==> src/rtl/int_writeback_stage.sv <==
// Integer writeback stage: picks one register-file write per cycle, resolves rollbacks
// (the older dd stage beats ix), raises traps and squashes each thread's post-rollback shadow.
module int_writeback_stage #(
    parameter int NUM_THREADS     = 4,
    parameter int NUM_LANES       = 16,
    parameter int ROLLBACK_SHADOW = 1
) (
    input  logic                             clk,
    input  logic                             reset,
    input  logic                             ix_instruction_valid,
    input  logic [$clog2(NUM_THREADS)-1:0]   ix_thread_idx,
    input  logic                             ix_has_dest,
    input  logic [4:0]                       ix_dest_reg,
    input  logic                             ix_dest_vector,
    input  logic                             ix_is_call,
    input  logic [31:0]                      ix_pc,
    input  logic [32*NUM_LANES-1:0]          ix_result,
    input  logic [NUM_LANES-1:0]             ix_mask_value,
    input  logic                             ix_rollback_en,
    input  logic [31:0]                      ix_rollback_pc,
    input  logic                             ix_privileged_op_fault,
    input  logic                             dd_instruction_valid,
    input  logic [$clog2(NUM_THREADS)-1:0]   dd_thread_idx,
    input  logic                             dd_has_dest,
    input  logic [4:0]                       dd_dest_reg,
    input  logic                             dd_dest_vector,
    input  logic [31:0]                      dd_pc,
    input  logic [32*NUM_LANES-1:0]          dd_result,
    input  logic [NUM_LANES-1:0]             dd_mask_value,
    input  logic                             dd_rollback_en,
    input  logic [31:0]                      dd_rollback_pc,
    input  logic                             dd_fault,
    input  logic [31:0]                      cr_trap_handler,
    output logic                             wb_writeback_en,
    output logic [$clog2(NUM_THREADS)-1:0]   wb_writeback_thread_idx,
    output logic [4:0]                       wb_writeback_reg,
    output logic                             wb_writeback_vector,
    output logic [32*NUM_LANES-1:0]          wb_writeback_value,
    output logic [NUM_LANES-1:0]             wb_writeback_mask,
    output logic                             wb_rollback_en,
    output logic [$clog2(NUM_THREADS)-1:0]   wb_rollback_thread_idx,
    output logic [31:0]                      wb_rollback_pc,
    output logic                             wb_trap,
    output logic [1:0]                       wb_trap_cause,
    output logic [31:0]                      wb_trap_pc,
    output logic                             wb_perf_instruction_retire
);
    localparam int TW = $clog2(NUM_THREADS);
    localparam int VW = 32 * NUM_LANES;
    localparam logic [2:0] SHADOW_INIT = 3'(ROLLBACK_SHADOW);

    logic                 writeback_en_q, writeback_en_d;
    logic [TW-1:0]        writeback_thread_idx_q, writeback_thread_idx_d;
    logic [4:0]           writeback_reg_q, writeback_reg_d;
    logic                 writeback_vector_q, writeback_vector_d;
    logic [VW-1:0]        writeback_value_q, writeback_value_d;
    logic [NUM_LANES-1:0] writeback_mask_q, writeback_mask_d;
    logic                 rollback_en_q, rollback_en_d;
    logic [TW-1:0]        rollback_thread_idx_q, rollback_thread_idx_d;
    logic [31:0]          rollback_pc_q, rollback_pc_d;
    logic                 trap_q, trap_d;
    logic [1:0]           trap_cause_q, trap_cause_d;
    logic [31:0]          trap_pc_q, trap_pc_d;
    logic                 retire_q, retire_d;

    logic [NUM_THREADS-1:0] shadow_busy;
    logic [VW-1:0]          ix_scalar_rep, dd_scalar_rep, link_rep;
    logic [31:0]            link_pc;
    logic                   dd_blocked, ix_blocked, dd_live, dd_kill;
    logic                   ix_live, ix_ok, ix_wr, ix_rb_req, dd_wr;

    assign link_pc = ix_pc + 32'd4;

    generate
        for (genvar gi = 0; gi < NUM_LANES; gi++) begin : g_lane
            assign ix_scalar_rep[gi*32 +: 32] = ix_result[31:0];
            assign dd_scalar_rep[gi*32 +: 32] = dd_result[31:0];
            assign link_rep[gi*32 +: 32]      = link_pc;
        end

        // Each thread's shadow counter reloads on its own rollback and otherwise drains to 0.
        for (genvar gi = 0; gi < NUM_THREADS; gi++) begin : g_shadow
            logic [2:0] shadow_q, shadow_d;

            always_comb begin
                shadow_d = shadow_q;
                if (rollback_en_d && rollback_thread_idx_d == TW'(gi))
                    shadow_d = SHADOW_INIT;
                else if (shadow_q != 3'd0)
                    shadow_d = shadow_q - 3'd1;
            end

            always_ff @(posedge clk or posedge reset) begin
                if (reset) shadow_q <= 3'd0;
                else       shadow_q <= shadow_d;
            end

            assign shadow_busy[gi] = (shadow_q != 3'd0);
        end
    endgenerate

    assign dd_blocked = shadow_busy[dd_thread_idx] ||
                        (rollback_en_q && rollback_thread_idx_q == dd_thread_idx);
    assign ix_blocked = shadow_busy[ix_thread_idx] ||
                        (rollback_en_q && rollback_thread_idx_q == ix_thread_idx);
    assign dd_live    = dd_instruction_valid && !dd_blocked;
    assign dd_kill    = dd_live && (dd_fault || dd_rollback_en);
    // dd is older, so its flush also removes the younger ix instruction of the same thread.
    assign ix_live    = ix_instruction_valid && !ix_blocked &&
                        !(dd_kill && dd_thread_idx == ix_thread_idx);
    assign dd_wr      = dd_live && !dd_fault && !dd_rollback_en && dd_has_dest;
    assign ix_ok      = ix_live && !ix_privileged_op_fault;
    assign ix_wr      = ix_ok && (ix_has_dest || ix_is_call);
    assign ix_rb_req  = ix_live && (ix_privileged_op_fault || ix_rollback_en || ix_is_call);

    always_comb begin
        writeback_en_d         = 1'b0;
        writeback_thread_idx_d = '0;
        writeback_reg_d        = 5'd0;
        writeback_vector_d     = 1'b0;
        writeback_value_d      = '0;
        writeback_mask_d       = '0;
        rollback_en_d          = 1'b0;
        rollback_thread_idx_d  = '0;
        rollback_pc_d          = 32'd0;
        trap_d                 = 1'b0;
        trap_cause_d           = 2'd0;
        trap_pc_d              = 32'd0;

        if (dd_live && dd_fault) begin
            rollback_en_d         = 1'b1;
            rollback_thread_idx_d = dd_thread_idx;
            rollback_pc_d         = cr_trap_handler;
            trap_d                = 1'b1;
            trap_cause_d          = 2'd2;
            trap_pc_d             = dd_pc;
        end else if (dd_kill) begin
            rollback_en_d         = 1'b1;
            rollback_thread_idx_d = dd_thread_idx;
            rollback_pc_d         = dd_rollback_pc;
        end else if (ix_live && ix_privileged_op_fault) begin
            rollback_en_d         = 1'b1;
            rollback_thread_idx_d = ix_thread_idx;
            rollback_pc_d         = cr_trap_handler;
            trap_d                = 1'b1;
            trap_cause_d          = 2'd1;
            trap_pc_d             = ix_pc;
        end else if (ix_rb_req) begin
            rollback_en_d         = 1'b1;
            rollback_thread_idx_d = ix_thread_idx;
            rollback_pc_d         = ix_rollback_pc;
        end

        if (dd_wr) begin
            writeback_en_d         = 1'b1;
            writeback_thread_idx_d = dd_thread_idx;
            writeback_reg_d        = dd_dest_reg;
            writeback_vector_d     = dd_dest_vector;
            writeback_value_d      = dd_dest_vector ? dd_result : dd_scalar_rep;
            writeback_mask_d       = dd_dest_vector ? dd_mask_value : '1;
        end else if (ix_wr) begin
            writeback_en_d         = 1'b1;
            writeback_thread_idx_d = ix_thread_idx;
            if (ix_is_call) begin
                writeback_reg_d    = 5'd31;
                writeback_value_d  = link_rep;
                writeback_mask_d   = '1;
            end else begin
                writeback_reg_d    = ix_dest_reg;
                writeback_vector_d = ix_dest_vector;
                writeback_value_d  = ix_dest_vector ? ix_result : ix_scalar_rep;
                writeback_mask_d   = ix_dest_vector ? ix_mask_value : '1;
            end
        end

        retire_d = (dd_live && !dd_fault && !dd_rollback_en) || ix_ok;
    end

    always_ff @(posedge clk or posedge reset) begin
        if (reset) begin
            writeback_en_q         <= 1'b0;
            writeback_thread_idx_q <= '0;
            writeback_reg_q        <= 5'd0;
            writeback_vector_q     <= 1'b0;
            writeback_value_q      <= '0;
            writeback_mask_q       <= '0;
            rollback_en_q          <= 1'b0;
            rollback_thread_idx_q  <= '0;
            rollback_pc_q          <= 32'd0;
            trap_q                 <= 1'b0;
            trap_cause_q           <= 2'd0;
            trap_pc_q              <= 32'd0;
            retire_q               <= 1'b0;
        end else begin
            writeback_en_q         <= writeback_en_d;
            writeback_thread_idx_q <= writeback_thread_idx_d;
            writeback_reg_q        <= writeback_reg_d;
            writeback_vector_q     <= writeback_vector_d;
            writeback_value_q      <= writeback_value_d;
            writeback_mask_q       <= writeback_mask_d;
            rollback_en_q          <= rollback_en_d;
            rollback_thread_idx_q  <= rollback_thread_idx_d;
            rollback_pc_q          <= rollback_pc_d;
            trap_q                 <= trap_d;
            trap_cause_q           <= trap_cause_d;
            trap_pc_q              <= trap_pc_d;
            retire_q               <= retire_d;
        end
    end

    assign wb_writeback_en            = writeback_en_q;
    assign wb_writeback_thread_idx    = writeback_thread_idx_q;
    assign wb_writeback_reg           = writeback_reg_q;
    assign wb_writeback_vector        = writeback_vector_q;
    assign wb_writeback_value         = writeback_value_q;
    assign wb_writeback_mask          = writeback_mask_q;
    assign wb_rollback_en             = rollback_en_q;
    assign wb_rollback_thread_idx     = rollback_thread_idx_q;
    assign wb_rollback_pc             = rollback_pc_q;
    assign wb_trap                    = trap_q;
    assign wb_trap_cause              = trap_cause_q;
    assign wb_trap_pc                 = trap_pc_q;
    assign wb_perf_instruction_retire = retire_q;

    // The scheduler guarantees these never occur; a losing cross-thread rollback would be lost.
    a_one_rollback: assert property (@(posedge clk) disable iff (reset) !(dd_kill && ix_rb_req));
    a_one_write:    assert property (@(posedge clk) disable iff (reset) !(dd_wr && ix_wr));
endmodule

==> config.mk <==
export PLATFORM = sky130hd
export DESIGN_NAME = int_writeback_stage
export DESIGN_NICKNAME = d
export VERILOG_FILES = /design/src/rtl/int_writeback_stage.sv
export SDC_FILE = /design/constraint.sdc
export NUM_CORES = 2
export LEC_CHECK = 0
export BUFFER_PORTS_ARGS = -buffer_cell sky130_fd_sc_hd__buf_2
export CORE_AREA = 2 2 715 717
export CTS_CLUSTER_DIAMETER = 200
export DETAILED_ROUTE_END_ITERATION = 6
export DIE_AREA = 0 0 717 719
export HOLD_SLACK_MARGIN = 0.06
export PLACE_DENSITY = 0.3
export SETUP_SLACK_MARGIN = 0.1
export SYNTH_ARGS = -nofsm -noshare
export SYNTH_HDL_FRONTEND = slang
export SYNTH_SLANG_ARGS = --single-unit
==> constraint.sdc <==
create_clock -name clk -period 34.9 [get_ports clk]
set_input_delay 0 -clock clk [delete_from_list [all_inputs] [get_ports clk]]
set_output_delay 0 -clock clk [all_outputs]
set_load 0.01 [all_outputs]
Word-level counts from Yosys, hierarchy flattened

Cells that the tools add are included.

Register bits: 620
Bits of input ports: 1243
Output and inout bits: 608
Word-level logic and storage cells: 124

$add $sub $neg: 5
Magnitude comparators: 2
Equal/unequal tests: 6
Mux-type cells: 53
Reductions and logical operators: 41

Operators by type and width:

| cell                    | count |
|---|---|
| $mux W512               | 5 |
| $mux W32                | 7 |
| $mux W16                | 5 |
| $add A32 B3 Y32 const B | 1 |
| $mux W3                 | 8 |
| $logic_and A1 B1 Y1     | 19 |
| $mux W1                 | 16 |
| $mux W5                 | 3 |
| $mux W2                 | 7 |
| $reduce_bool A3 Y1      | 4 |
| $sub A3 B1 Y3 const B   | 4 |
| $reduce_bool A2 Y1      | 4 |
| $logic_or A1 B1 Y1      | 7 |
| $eq A2 B2 Y1            | 3 |
| $logic_not A1 Y1        | 6 |
| $lt A2 B3 Y1 const B    | 2 |
| $bmux W1 S2             | 2 |
| $eq A2 B2 Y1 const B    | 2 |
| $eq A2 B1 Y1 const B    | 1 |
| $logic_not A2 Y1        | 1 |

Logic depth before layout (Yosys ltp)

Depth after elaboration: 18
Gate-level depth with buffers: 12
Depth with buffers taken out: 9

Worst setup path after synthesis

No wires, ideal clock.

Path type: register to register
Start point: reg g_shadow[2].shadow_q[0]
End point: reg rollback_pc_q[10], in the netlist wb_rollback_pc[10]
Setup time: 0.127 ns
Arrival time: 2.560 ns
Required time: 34.773 ns
Slack: 32.213 ns
Cell stages (with the launch flop): 13
Buffers on the path: 3
Period minus slack after synthesis: 2.687 ns
Cell sequence: dfrtp_1 > inv_1 > ha_1 > ha_1 > clkbuf_1 > mux4_2 > o311ai_2 > a211oi_2 > or2_0 > buf_2 > buf_2 > a222oi_1 > inv_1

Cells in the longest elaborated chain, start to end: 15
Elaborated cells between the ends (all ways): 22
Those cells by class: mux: 8; reduce/logical: 14

Ends and longest elaborated chain:

| what                          | line | text |
|---|---|---|
| start: declaration            | 83   | `logic [2:0] shadow_q, shadow_d;` |
| start signal: assignment      | 95   | `else shadow_q <= shadow_d;` |
| $reduce_bool A3 Y1 (*)        | 98   | `assign shadow_busy[gi] = (shadow_q != 3'd0);` |
| $bmux W1 S2                   | 102  | `assign dd_blocked = shadow_busy[dd_thread_idx] \|\|` |
| $mux W1 (not written as such) | 102  |  |
| $logic_or A1 B1 Y1            | 102  |  |
| $logic_not A1 Y1              | 106  | `assign dd_live = dd_instruction_valid && !dd_blocked;` |
| $logic_and A1 B1 Y1           | 106  |  |
| $logic_and A1 B1 Y1           | 107  | `assign dd_kill = dd_live && (dd_fault \|\| dd_rollback_en);` |
| $logic_and A1 B1 Y1           | 110  | `!(dd_kill && dd_thread_idx == ix_thread_idx);` |
| $logic_not A1 Y1              | 110  |  |
| $logic_and A1 B1 Y1           | 109  | `assign ix_live = ix_instruction_valid && !ix_blocked &&` |
| $logic_and A1 B1 Y1           | 114  | `assign ix_rb_req = ix_live && (ix_privileged_op_fault \|\| ix_rollback_en \|\| ix_is_call);` |
| $mux W32                      | 148  | `end else if (ix_rb_req) begin` |
| $mux W32                      | 141  | `end else if (ix_live && ix_privileged_op_fault) begin` |
| $mux W32                      | 137  | `end else if (dd_kill) begin` |
| $mux W32 (*)                  | 130  | `if (dd_live && dd_fault) begin` |
| via rollback_pc_d[10]         | 60   | `logic [31:0] rollback_pc_q, rollback_pc_d;` |
| end signal: assignment        | 203  | `rollback_pc_q <= rollback_pc_d;` |
| end: declaration              | 60   |  |

The timed path passes the listed nets; every way through them passes the cells marked *. The select of a mux whose other input is x is not followed.
A chain may end at the register's enable or synchronous reset.

Worst setup path in the final report

Start point: reg g_shadow[0].shadow_q[0]
End point: reg writeback_value_q[241], in the netlist wb_writeback_value[241]

Cells in the longest elaborated chain, start to end: 14
Elaborated cells between the ends (all ways): 22
Those cells by class: mux: 6; reduce/logical: 16

Ends and longest elaborated chain:

| what                          | line | text |
|---|---|---|
| start: declaration            | 83   |  |
| start signal: assignment      | 95   |  |
| $reduce_bool A3 Y1 (*)        | 98   |  |
| $bmux W1 S2                   | 102  |  |
| $mux W1 (not written as such) | 102  |  |
| $logic_or A1 B1 Y1            | 102  |  |
| $logic_not A1 Y1              | 106  |  |
| $logic_and A1 B1 Y1           | 106  |  |
| $logic_and A1 B1 Y1           | 107  |  |
| $logic_and A1 B1 Y1           | 110  |  |
| $logic_not A1 Y1              | 110  |  |
| $logic_and A1 B1 Y1           | 109  |  |
| $logic_and A1 B1 Y1           | 112  | `assign ix_ok = ix_live && !ix_privileged_op_fault;` |
| $logic_and A1 B1 Y1           | 113  | `assign ix_wr = ix_ok && (ix_has_dest \|\| ix_is_call);` |
| $mux W512                     | 161  | `end else if (ix_wr) begin` |
| $mux W512 (*)                 | 154  | `if (dd_wr) begin` |
| via writeback_value_d[241]    | 56   | `logic [VW-1:0] writeback_value_q, writeback_value_d;` |
| end signal: assignment        | 199  | `writeback_value_q <= writeback_value_d;` |
| end: declaration              | 56   |  |

Marks and branches as above.

==> results.toml <==
[detailed_routing]
drt_pass1_iterations = 7
routed_wl_um = 473000
drt_iter0_markers = 3180
vias = 44200
drtAntennaViolNets = 0
wire_per_inst_um = 34.4
drc_errors = 6
vias_per_cell = 3.21

[setup_path]
rr_endpoint = "wb_writeback_value[241]"
worstPathRequired_ps = 35620
max_stage_delay_ps = 750
worst_path_max_delay_cell = "buf_4"
crit_path_cell_trace = "inv_1 -> ha_1 -> ha_1 -> mux4_2 -> o311a_1 -> nand2_4 -> buf_4 -> buf_4 -> o22ai_1 -> dlygate4sd3_1"
reg2regPathDepth = 10
r2r_slack_ps = 29840
worstPathMaxFanout = 67
r2r_start = "g_shadow[0].shadow_q[0]"
path_class = "reg2reg"
arrival_ps = 5780
cp-start-kind = "register"
end_kind = "register"

[global_routing]
grt_max_degree = 128
antenna_found_initial = 270
grt_pass1_wl_um = 572000
overflow = 0
grt_util_all_layers_pct = 17.6
grt_pass1_vias = 45900

[power_and_ir_drop]
p_int_mw = 1.88
p_seq_share_pct = 28.2
clkPwrFrac_pct = 41.9
comb_power_share_pct = 29.9
power.density_nw_per_um2 = 40.8
p_leak_nw = 33.9
sw_frac_of_total_pct = 35.6
max-vdd-ir-drop_v = 0.0000383
power_mw = 2.92
p_sw_mw = 1.04

[worst_hold_path]
hp-start = "dd_result[348]"
hold_class = "in2reg"
min_to = "wb_writeback_value[348]"
hold_depth = 4

[cells_and_area]
layout_commonest_cell = "dlygate4sd3_1"
fin_util_pct = 14.1
area_growth_pct = 158
largest_reg_flops = 512
layout_common_cells = "2,188 x dlygate4sd3_1, 1,847 x buf_2, 620 x dfrtp_1"
finalNetCount = 8093
final_layout_size_suffix_gt1_share_pct = 32.2

[cts]
htree_levels = 3
cts_buffers = 105
post_cts_resize_count = 0
cts.sinks = 620
cts_tree = "yes"
cts_buffer_depth = 4
path_clk_slew_ps = 60
clock_latency_ps = 890
post_cts.repair.setup_buffers = 0
root_buffer = "clkbuf_16"
ctsHoldBuffers = 2187

[placement]
routabilityCongestion = 0.967
place_hpwl_um = 399000
dpl_worst_slack_ps = 30270
portBuffers = 1850

[timing]
drv_slew = 0
setup_tns_ps = 0
rsz0062_at_grt = "false"
post-route-period-util_pct = 14.5
layout_min_cycle_time_ps = 5060
worst_slack_ps = 29840
tightest_slew_ps = 1260
finalSetupViolCount = 0
hold_viol = 0
relSlewSlack_pct = 16.3
max_freq_ghz = 0.198
fin_worst_skew_ps = 67.2

[synth]
async_flop_share_pct = 100
ys_ff_latch = 620
synth_area_sq_um = 27800
ys.flop_type = "dfrtp_1"
synth_edf_count = 0
synth.net_count = 4119
syn_inst = 2867
syn_area_per_cell_sq_um = 9.68
synth_seq_area_share_pct = 55.9
netlist-cell-type-count = 63
yosys_warnings = 0

[floorplanning]
die_h_um = 719
core-area_sq_um = 508000
fp.dieW_um = 717
io_pins = 1851
dieArea_sq_um = 516000
start_util_pct = 5.47
rows = 262

[flow_run]
drv_cap = 0

[outcome]
status = "complete, but fails checks"
violations = "DRC"
==> cells in the mapped netlist, drive strengths merged (32+ instances only) <==
cell | n | area [sq um]
o22ai | 422 | 2640
nor2b | 50 | 313
a21oi | 551 | 2760
clkbuf | 216 | 812
nor2 | 366 | 1380
dfrtp | 620 | 15500
o21ai | 127 | 639
nand2 | 76 | 288
a22o | 39 | 342
inv | 54 | 203
buf | 72 | 367
a222oi | 32 | 320
==> routing by layer <==
| layer | track usage [%] | up-vias | wire [um] |
|---|---|---|---|
| met5 | 0 | - | 554 |
| met4 | 5.36 | 84 | 17400 |
| met3 | 7.65 | 588 | 50400 |
| met2 | 28.7 | 2289 | 216000 |
| met1 | 20.7 | 22600 | 188000 |
| li1 | - | 18600 | - |
==> per-stage QoR <==
step / instance area, sq um / hold slack, ps / cells
after floorplan: 27800 / 89.1 / 2867
after global placement: 45600 / 174 / 11300
after detailed placement: 45600 / 171 / 11300
after CTS: 71300 / 60.2 / 13700
after global routing: 71400 / 97.3 / 13700
final: 71600 / 129 / 13800
==> power by group through the flow <==
stage / combinational, mW / clock (mW) / sequential, mW
after floorplan: 0.174 / 0 / 0.839
after global placement: 0.654 / 0 / 0.841
after detailed placement: 0.649 / 0 / 0.838
after CTS: 0.888 / 1.27 / 0.826
after global routing: 0.924 / 1.29 / 0.829
final: 0.872 / 1.22 / 0.823
==> final cells by class <==
class / count / area, sq um
Sequential cell: 620 / 15500
Fill cell: 58200 / 436000
Tap cell: 6732 / 8420
Multi-Input combinational cell: 1905 / 11200
Inverter: 54 / 210
Antenna cell: 98 / 245
Clock inverter: 57 / 916
Clock buffer: 134 / 2940
Timing Repair Buffer: 4155 / 32100
==> worst max-delay path: cells and delay by family, from the launching register on <==
family,cells,cell delay [ps]
and+or+nand+nor,1,690
AOI/OAI and AO/OA,2,470
adders and majority gates,2,460
muxes,1,540
DFF,1,360
buffers and inverters,4,2180
==> kinds of logic (layout without fill, tap and decap cells) <==
| family | count (synthesis) | count (layout) | synth area share [%] |
|---|---|---|---|
| multiplexers | 8 | 8 | 0.383 |
| AND/OR/NAND/NOR | 591 | 591 | 9.47 |
| AO/OA/AOI/OAI | 1275 | 1275 | 28.2 |
| flip-flops | 620 | 620 | 55.9 |
| adder cells (fa/ha/maj) | 9 | 9 | 0.406 |
| buffers and inverters | 342 | 4400 | 4.98 |
| other | 0 | 98 | 0 |
| XOR/XNOR | 22 | 22 | 0.694 |
==> worst max-delay path by stage <==
stage,from,endpoint,slack (ps),cells past startpoint
after CTS,g_shadow[2].shadow_q[0],wb_writeback_value[241],29800,10
after global routing,g_shadow[0].shadow_q[0],wb_writeback_value[241],29620,10
final,g_shadow[0].shadow_q[0],wb_writeback_value[241],29840,10
after global placement,g_shadow[2].shadow_q[0],wb_writeback_value[145],30250,9
after detailed placement,g_shadow[2].shadow_q[0],wb_writeback_value[337],30270,11
after floorplan,reset,g_shadow[0].shadow_q[0],17540,1
(Power assumes the default switching activity.)
